## src/rtl/fft_frame_ctrl_pkg.sv

```systemverilog
// Shared definitions for the FFT frame capture controller: FSM state
// encodings, default frame/group geometry and counter width helpers.
package fft_frame_ctrl_pkg;

  // Default frame geometry: samples per frame and samples per packer group.
  localparam int NPT_DEF = 32;
  localparam int GRP_DEF = 4;

  // Controller state encoding.
  typedef logic [2:0] state_t;
  localparam state_t ST_IDLE     = 3'd0;
  localparam state_t ST_ARM      = 3'd1;
  localparam state_t ST_FILL     = 3'd2;
  localparam state_t ST_WAIT_OUT = 3'd3;
  localparam state_t ST_HOLD     = 3'd4;

  // Bits needed to count 0..n-1, never less than one bit.
  function automatic int cnt_width(input int n);
    return (n > 1) ? $clog2(n) : 1;
  endfunction

  // Width of the group index within a frame.
  function automatic int grp_idx_width(input int npt, input int grp);
    return cnt_width(npt / grp);
  endfunction

endpackage

```

## src/rtl/fft_grp_cnt.sv

```systemverilog
// Sample-in-group and group-in-frame counters for the frame controller.
// Both counters wrap explicitly, so non-power-of-two geometries also work.
module fft_grp_cnt
  import fft_frame_ctrl_pkg::*;
#(
  parameter int NPT = NPT_DEF,
  parameter int GRP = GRP_DEF,
  localparam int SW = cnt_width(GRP),
  localparam int IW = grp_idx_width(NPT, GRP)
) (
  input  logic          CLK,
  input  logic          RST,
  input  logic          smp_inc,
  input  logic          smp_clr,
  input  logic          grp_inc,
  output logic          smp_last,
  output logic          grp_last,
  output logic [IW-1:0] grp_idx
);

  localparam logic [SW-1:0] SMP_MAX = SW'(GRP - 1);
  localparam logic [IW-1:0] IDX_MAX = IW'(NPT / GRP - 1);

  logic [SW-1:0] smp_cnt_reg;
  logic [IW-1:0] grp_idx_reg;

  assign smp_last = (smp_cnt_reg == SMP_MAX);
  assign grp_last = (grp_idx_reg == IDX_MAX);
  assign grp_idx  = grp_idx_reg;

  // Sample position inside the current group; an aborted group restarts at 0.
  always_ff @(posedge CLK or negedge RST) begin
    if (!RST) begin
      smp_cnt_reg <= '0;
    end else if (smp_clr) begin
      smp_cnt_reg <= '0;
    end else if (smp_inc) begin
      smp_cnt_reg <= smp_last ? '0 : smp_cnt_reg + SW'(1);
    end
  end

  // Group index inside the frame; only advances on a completed handshake.
  always_ff @(posedge CLK or negedge RST) begin
    if (!RST) begin
      grp_idx_reg <= '0;
    end else if (grp_inc) begin
      grp_idx_reg <= grp_last ? '0 : grp_idx_reg + IW'(1);
    end
  end

endmodule

```

## src/rtl/fft_frame_ctrl.sv

```systemverilog
// FFT frame capture controller: gathers contiguous sample groups through a
// serial-to-parallel packer and hands each packed group to the FFT core.
// Optional feature: define FFT_FRAME_CTRL_STAT_EN to build the 8-bit
// completed-frame counter on FRM_CNT; otherwise FRM_CNT is tied to zero.
module fft_frame_ctrl
  import fft_frame_ctrl_pkg::*;
#(
  parameter int NPT = NPT_DEF,
  parameter int GRP = GRP_DEF,
  localparam int IW = grp_idx_width(NPT, GRP)
) (
  input  logic          CLK,
  input  logic          RST,
  input  logic          ENA,
  input  logic          IN_VLD,
  output logic          IN_RDY,
  output logic          S2P_START,
  input  logic          S2P_RDY,
  output logic          GRP_VLD,
  input  logic          GRP_RDY,
  output logic [IW-1:0] GRP_IDX,
  output logic          FRM_SOF,
  output logic          FRM_EOF,
  output logic          BUSY,
  output logic          ERR,
  output logic [7:0]    FRM_CNT
);

  state_t        state_reg;
  state_t        state_next;
  logic          wait_reg;
  logic          err_reg;
  logic          ena_reg;
  logic          smp_inc;
  logic          smp_clr;
  logic          grp_inc;
  logic          frm_done;
  logic          err_set;
  logic          smp_last;
  logic          grp_last;
  logic [IW-1:0] grp_idx;

  fft_grp_cnt #(
    .NPT (NPT),
    .GRP (GRP)
  ) u_grp_cnt (
    .CLK      (CLK),
    .RST      (RST),
    .smp_inc  (smp_inc),
    .smp_clr  (smp_clr),
    .grp_inc  (grp_inc),
    .smp_last (smp_last),
    .grp_last (grp_last),
    .grp_idx  (grp_idx)
  );

  // Next-state and counter control; a stray packer pulse is flagged anywhere but WAIT_OUT.
  always_comb begin
    state_next = state_reg;
    smp_inc    = 1'b0;
    smp_clr    = 1'b0;
    grp_inc    = 1'b0;
    frm_done   = 1'b0;
    err_set    = 1'b0;
    case (state_reg)
      ST_IDLE: begin
        if (ENA) state_next = ST_ARM;
      end
      ST_ARM: begin
        if (IN_VLD) begin
          smp_inc    = 1'b1;
          state_next = ST_FILL;
        end
      end
      ST_FILL: begin
        if (IN_VLD) begin
          smp_inc = 1'b1;
          if (smp_last) state_next = ST_WAIT_OUT;
        end else begin
          // A gap inside a group breaks packer alignment: drop and retry the group.
          smp_clr    = 1'b1;
          err_set    = 1'b1;
          state_next = ST_ARM;
        end
      end
      ST_WAIT_OUT: begin
        if (S2P_RDY) begin
          state_next = ST_HOLD;
        end else if (wait_reg) begin
          err_set    = 1'b1;
          state_next = ST_ARM;
        end
      end
      ST_HOLD: begin
        if (GRP_RDY) begin
          grp_inc = 1'b1;
          if (grp_last) begin
            frm_done   = 1'b1;
            state_next = ENA ? ST_ARM : ST_IDLE;
          end else begin
            state_next = ST_ARM;
          end
        end
      end
      default: state_next = ST_IDLE;
    endcase
    if (S2P_RDY && (state_reg != ST_WAIT_OUT)) err_set = 1'b1;
  end

  // State register, packer-wait timer and ENA history for edge detection.
  always_ff @(posedge CLK or negedge RST) begin
    if (!RST) begin
      state_reg <= ST_IDLE;
      wait_reg  <= 1'b0;
      ena_reg   <= 1'b0;
    end else begin
      state_reg <= state_next;
      wait_reg  <= (state_reg == ST_WAIT_OUT) && (state_next == ST_WAIT_OUT);
      ena_reg   <= ENA;
    end
  end

  // Sticky error; a new error in the same cycle as the clearing edge wins.
  always_ff @(posedge CLK or negedge RST) begin
    if (!RST) begin
      err_reg <= 1'b0;
    end else if (err_set) begin
      err_reg <= 1'b1;
    end else if ((state_reg == ST_IDLE) && ENA && !ena_reg) begin
      err_reg <= 1'b0;
    end
  end

`ifdef FFT_FRAME_CTRL_STAT_EN
  logic [7:0] frm_cnt_reg;

  // Completed-frame statistics counter, wraps naturally at 8 bits.
  always_ff @(posedge CLK or negedge RST) begin
    if (!RST) begin
      frm_cnt_reg <= 8'd0;
    end else if (frm_done) begin
      frm_cnt_reg <= frm_cnt_reg + 8'd1;
    end
  end

  assign FRM_CNT = frm_cnt_reg;
`else
  assign FRM_CNT = 8'd0;
`endif

  // The packer counts only while S2P_START is low: during FILL and on the
  // cycle that ARM accepts the first sample of a group.
  assign IN_RDY    = (state_reg == ST_ARM) || (state_reg == ST_FILL);
  assign S2P_START = !((state_reg == ST_FILL) || ((state_reg == ST_ARM) && IN_VLD));
  assign GRP_VLD   = (state_reg == ST_HOLD);
  assign GRP_IDX   = grp_idx;
  assign FRM_SOF   = (state_reg == ST_ARM) && IN_VLD && (grp_idx == '0);
  assign FRM_EOF   = frm_done;
  assign BUSY      = (state_reg != ST_IDLE);
  assign ERR       = err_reg;

endmodule
```

## config.mk

```make
export PLATFORM = sky130hd
export DESIGN_NAME = fft_frame_ctrl
export DESIGN_NICKNAME = d
export VERILOG_FILES = /design/src/rtl/fft_frame_ctrl_pkg.sv /design/src/rtl/fft_grp_cnt.sv /design/src/rtl/fft_frame_ctrl.sv
export SDC_FILE = /design/constraint.sdc
export NUM_CORES = 1
export LEC_CHECK = 0
export ABC_AREA = 1
export CORE_MARGIN = 3
export CORE_UTILIZATION = 46
export CTS_CLUSTER_SIZE = 8
export DETAILED_ROUTE_END_ITERATION = 10
export GPL_ROUTABILITY_DRIVEN = 0
export PLACE_DENSITY = 0.81
export RECOVER_POWER = 25
export SETUP_SLACK_MARGIN = 0.3
export SLEW_MARGIN = 20
export SYNTH_ARGS = -nofsm -noshare
export SYNTH_HDL_FRONTEND = slang
export SYNTH_SLANG_ARGS = --single-unit
```

## constraint.sdc

```tcl
create_clock -name CLK -period 3.2 [get_ports CLK]
set_input_delay 0.96 -clock CLK [delete_from_list [all_inputs] [get_ports CLK]]
set_output_delay 0.96 -clock CLK [all_outputs]
set_load 0.005 [all_outputs]
```

==> impl_metrics.yaml <==
timing:
  rsz0062_at_grt: "no"
  min_period_over_period_pct: 88.3
  period_needed_ps: 2820
  hold_viol: 0
  tightest_slew_ps: 510
  fin_skew_ps: 9.62
  setup_ws_ps: 375
  relSlewSlack_pct: 65.9
  finalSetupViolCount: 0
  max_freq_mhz: 354
  maxSlewViolCount: 0
worst_hold_path:
  min_from: "wait_reg"
  min_path_cells: 1
  hold_end: "wait_reg"
  hp-class: "reg -> reg"
detailed_routing:
  drt_wl_total_microns: 1730
  drt-vias-per-instance: 4.95
  drt_iter0_markers: 17
  wl_per_cell_microns: 12.6
  vias: 678
  dr.pass1.iters: 4
  antenna_left: 0
  drc: 0
power:
  ir_drop_v: 0.000518
  seq_power_share_pct: 31.2
  finalPower_mw: 0.814
  p_sw_mw: 0.325
  clockPowerShare_pct: 11.3
  p_int_mw: 0.489
  leakagePower_nw: 0.511
  swShare_pct: 40.0
  power_density_mw_per_mm2: 844
  p_comb_share_pct: 57.5
grt:
  antenna_found_initial: 0
  grt_pass1_wl_microns: 2700
  gr-usage-all-layers_pct: 19.7
  grt_pass1_vias: 635
  gr-total-overflow: 0
  grt_max_degree: 12
worst_setup_path:
  reg2reg_depth: 17
  endpoint_kind: "output port"
  worstReg2RegStart: "state_reg[2]"
  path_class: "in -> out"
  crit_slowest_cell: "clkdlybuf4s50_1"
  critPathRequiredTime_ps: 2240
  worstPathArrival_ps: 1860
  cp-start-kind: "primary input"
  path_max_fanout: 2
  cp_slowest_stage_delay_ps: 480
  r2r_slack_ps: 570
  r2r-end: "u_grp_cnt.smp_cnt_reg[0]"
  path_cells: "clkdlybuf4s50_1 -> nand3_1 -> nor2_1 -> dlygate4sd2_1"
layout:
  fill_cells: 107
  layout_common_cells: "buf_4, nand2_1, dfrtp_1, inv_1, nand3_1"
  diodes: 0
  drive_above_1_share_pct: 25.4
  fin_area_sq_um: 965
  stdcell_count: 137
  final_common_cell: "buf_4"
  nets: 133
  areaGrowthSynthToFinish_pct: 39.4
  final_util_pct: 71.5
logic_synthesis:
  synthCells: 88
  syn_area_sq_um: 692
  ys_seq_area_share_pct: 39.8
  yosys.area_share.simple_pct: 31.1
  syn_area_per_cell_sq_um: 7.86
  synthAdderAreaFrac_pct: 7.23
  ys_types: 17
  synthMuxAreaShare_pct: 0
  yosysWarnings: 0
  synth_compound_area_share_pct: 5.61
  ys_ff_latch: 11
  synth_xor_xnor_area_share_pct: 0
  synth_top_family_by_area: "simple AND/OR/NAND/NOR gates"
die:
  ios: 24
  die_w_microns: 44.8
  rows: 13
  core_area_sq_mm: 0.00135
  die-height_microns: 44.8
  die-area_sq_mm: 0.00201
  initial_core_util_pct: 51.3
clock_network:
  htree_levels: 1
  cts_root_buffer: "clkbuf_4"
  ctsHoldBuffers: 0
  clk_pin_slew_worst_paths_ps: 60
  cts_tree: "built"
  clk_latency_ps: 270
  clock_path_buffers: 2
  cts.sinks: 11
  cts_inserted_buffers: 3
job:
  maxCapViolations: 0
placed_design:
  dpl-instance-area_sq_um: 842
  dp_hpwl_microns: 1020
  placed_cells: 119
  pre_cts_ws_ps: -10.8
  io_buffers: 15
run_status:
  status: "completed"
-- how the worst max path moves through the flow --
stage	startpoint	end	slack [ps]	cells after the start
5_1_grt	GRP_RDY	FRM_EOF	310	4
3_3_place_gp	IN_VLD	FRM_SOF	4	4
4_1_cts	GRP_RDY	FRM_EOF	370	4
3_5_place_dp	IN_VLD	FRM_SOF	-10	4
2_1_floorplan	IN_VLD	S2P_START	990	3
6_report	GRP_RDY	FRM_EOF	380	4
-- kinds of logic (layout without fill, tap and decap cells) --
| family | Yosys count | after routing |
|---|---|---|
| flip-flops | 11 | 11 |
| AO/OA/AOI/OAI | 7 | 7 |
| adder cells (fa/ha/maj) | 4 | 4 |
| AND/OR/NAND/NOR | 44 | 44 |
| buffers and inverters | 21 | 48 |
| other | 1 | 8 |
-- power groups by stage --
stage | logic [mW] | registers (mW) | clock network, mW
after floorplan | 0.211 | 0.248 | 0
after global placement | 0.358 | 0.252 | 0
after detailed placement | 0.368 | 0.255 | 0
after CTS | 0.445 | 0.253 | 0.0947
after global routing | 0.515 | 0.260 | 0.104
final | 0.468 | 0.254 | 0.0917
-- cells in the mapped netlist, drive strengths merged --
| cell | n | area share [%] |
|---|---|---|
| nand3 | 12 | 9.4 |
| buf | 8 | 8.7 |
| inv | 13 | 7.1 |
| dfrtp | 11 | 40 |
| nor2 | 13 | 9.9 |
| nand4 | 1 | 0.90 |
| nand2 | 18 | 11 |
| ha | 4 | 7.2 |
| o21ai | 6 | 4.9 |
| conb | 1 | 0.54 |
| a21oi | 1 | 0.72 |
-- through the flow --
stage / TNS, ps / hold slack [ps]
floorplan: 0 / 447
global placement: 0 / 463
detailed placement: -10.8 / 469
CTS: 0 / 478
global route: 0 / 510
finish: 0 / 474
-- metal layers --
metal	global-route usage, %	routed length (microns)	vias to the layer above	part of all wire, %
met1	20.0	666	298	39
met2	31.2	781	36	45
met5	0	0	-	0
met4	17.0	133	0	7.7
met3	7.57	147	12	8.5
li1	-	-	332	-
-- repair_timing --
action	in CTS	in global routing
setup endpoints to repair	3	2
hold endpoints to repair	0	0
pin swaps	3	1
setup buffers	14	0
resized for setup	4	2
-- critical path: cells and delay by family --
| kind | cells | cell delay [ps] |
|---|---|---|
| buffers and inverters | 2 | 720 |
| AND/OR/NAND/NOR | 2 | 190 |
-- layout make-up --
| type | count | area [sq um] | area share [%] |
|---|---|---|---|
| timing repair buffer | 31 | 262 | 27.1 |
| clock buffer | 4 | 26.3 | 2.72 |
| inverter | 13 | 48.8 | 5.06 |
| sequential | 11 | 275 | 28.5 |
| multi-input combinational | 63 | 334 | 34.6 |
| tap | 15 | 18.8 | 1.95 |
Note: power is estimated with default switching activity, not from simulation.
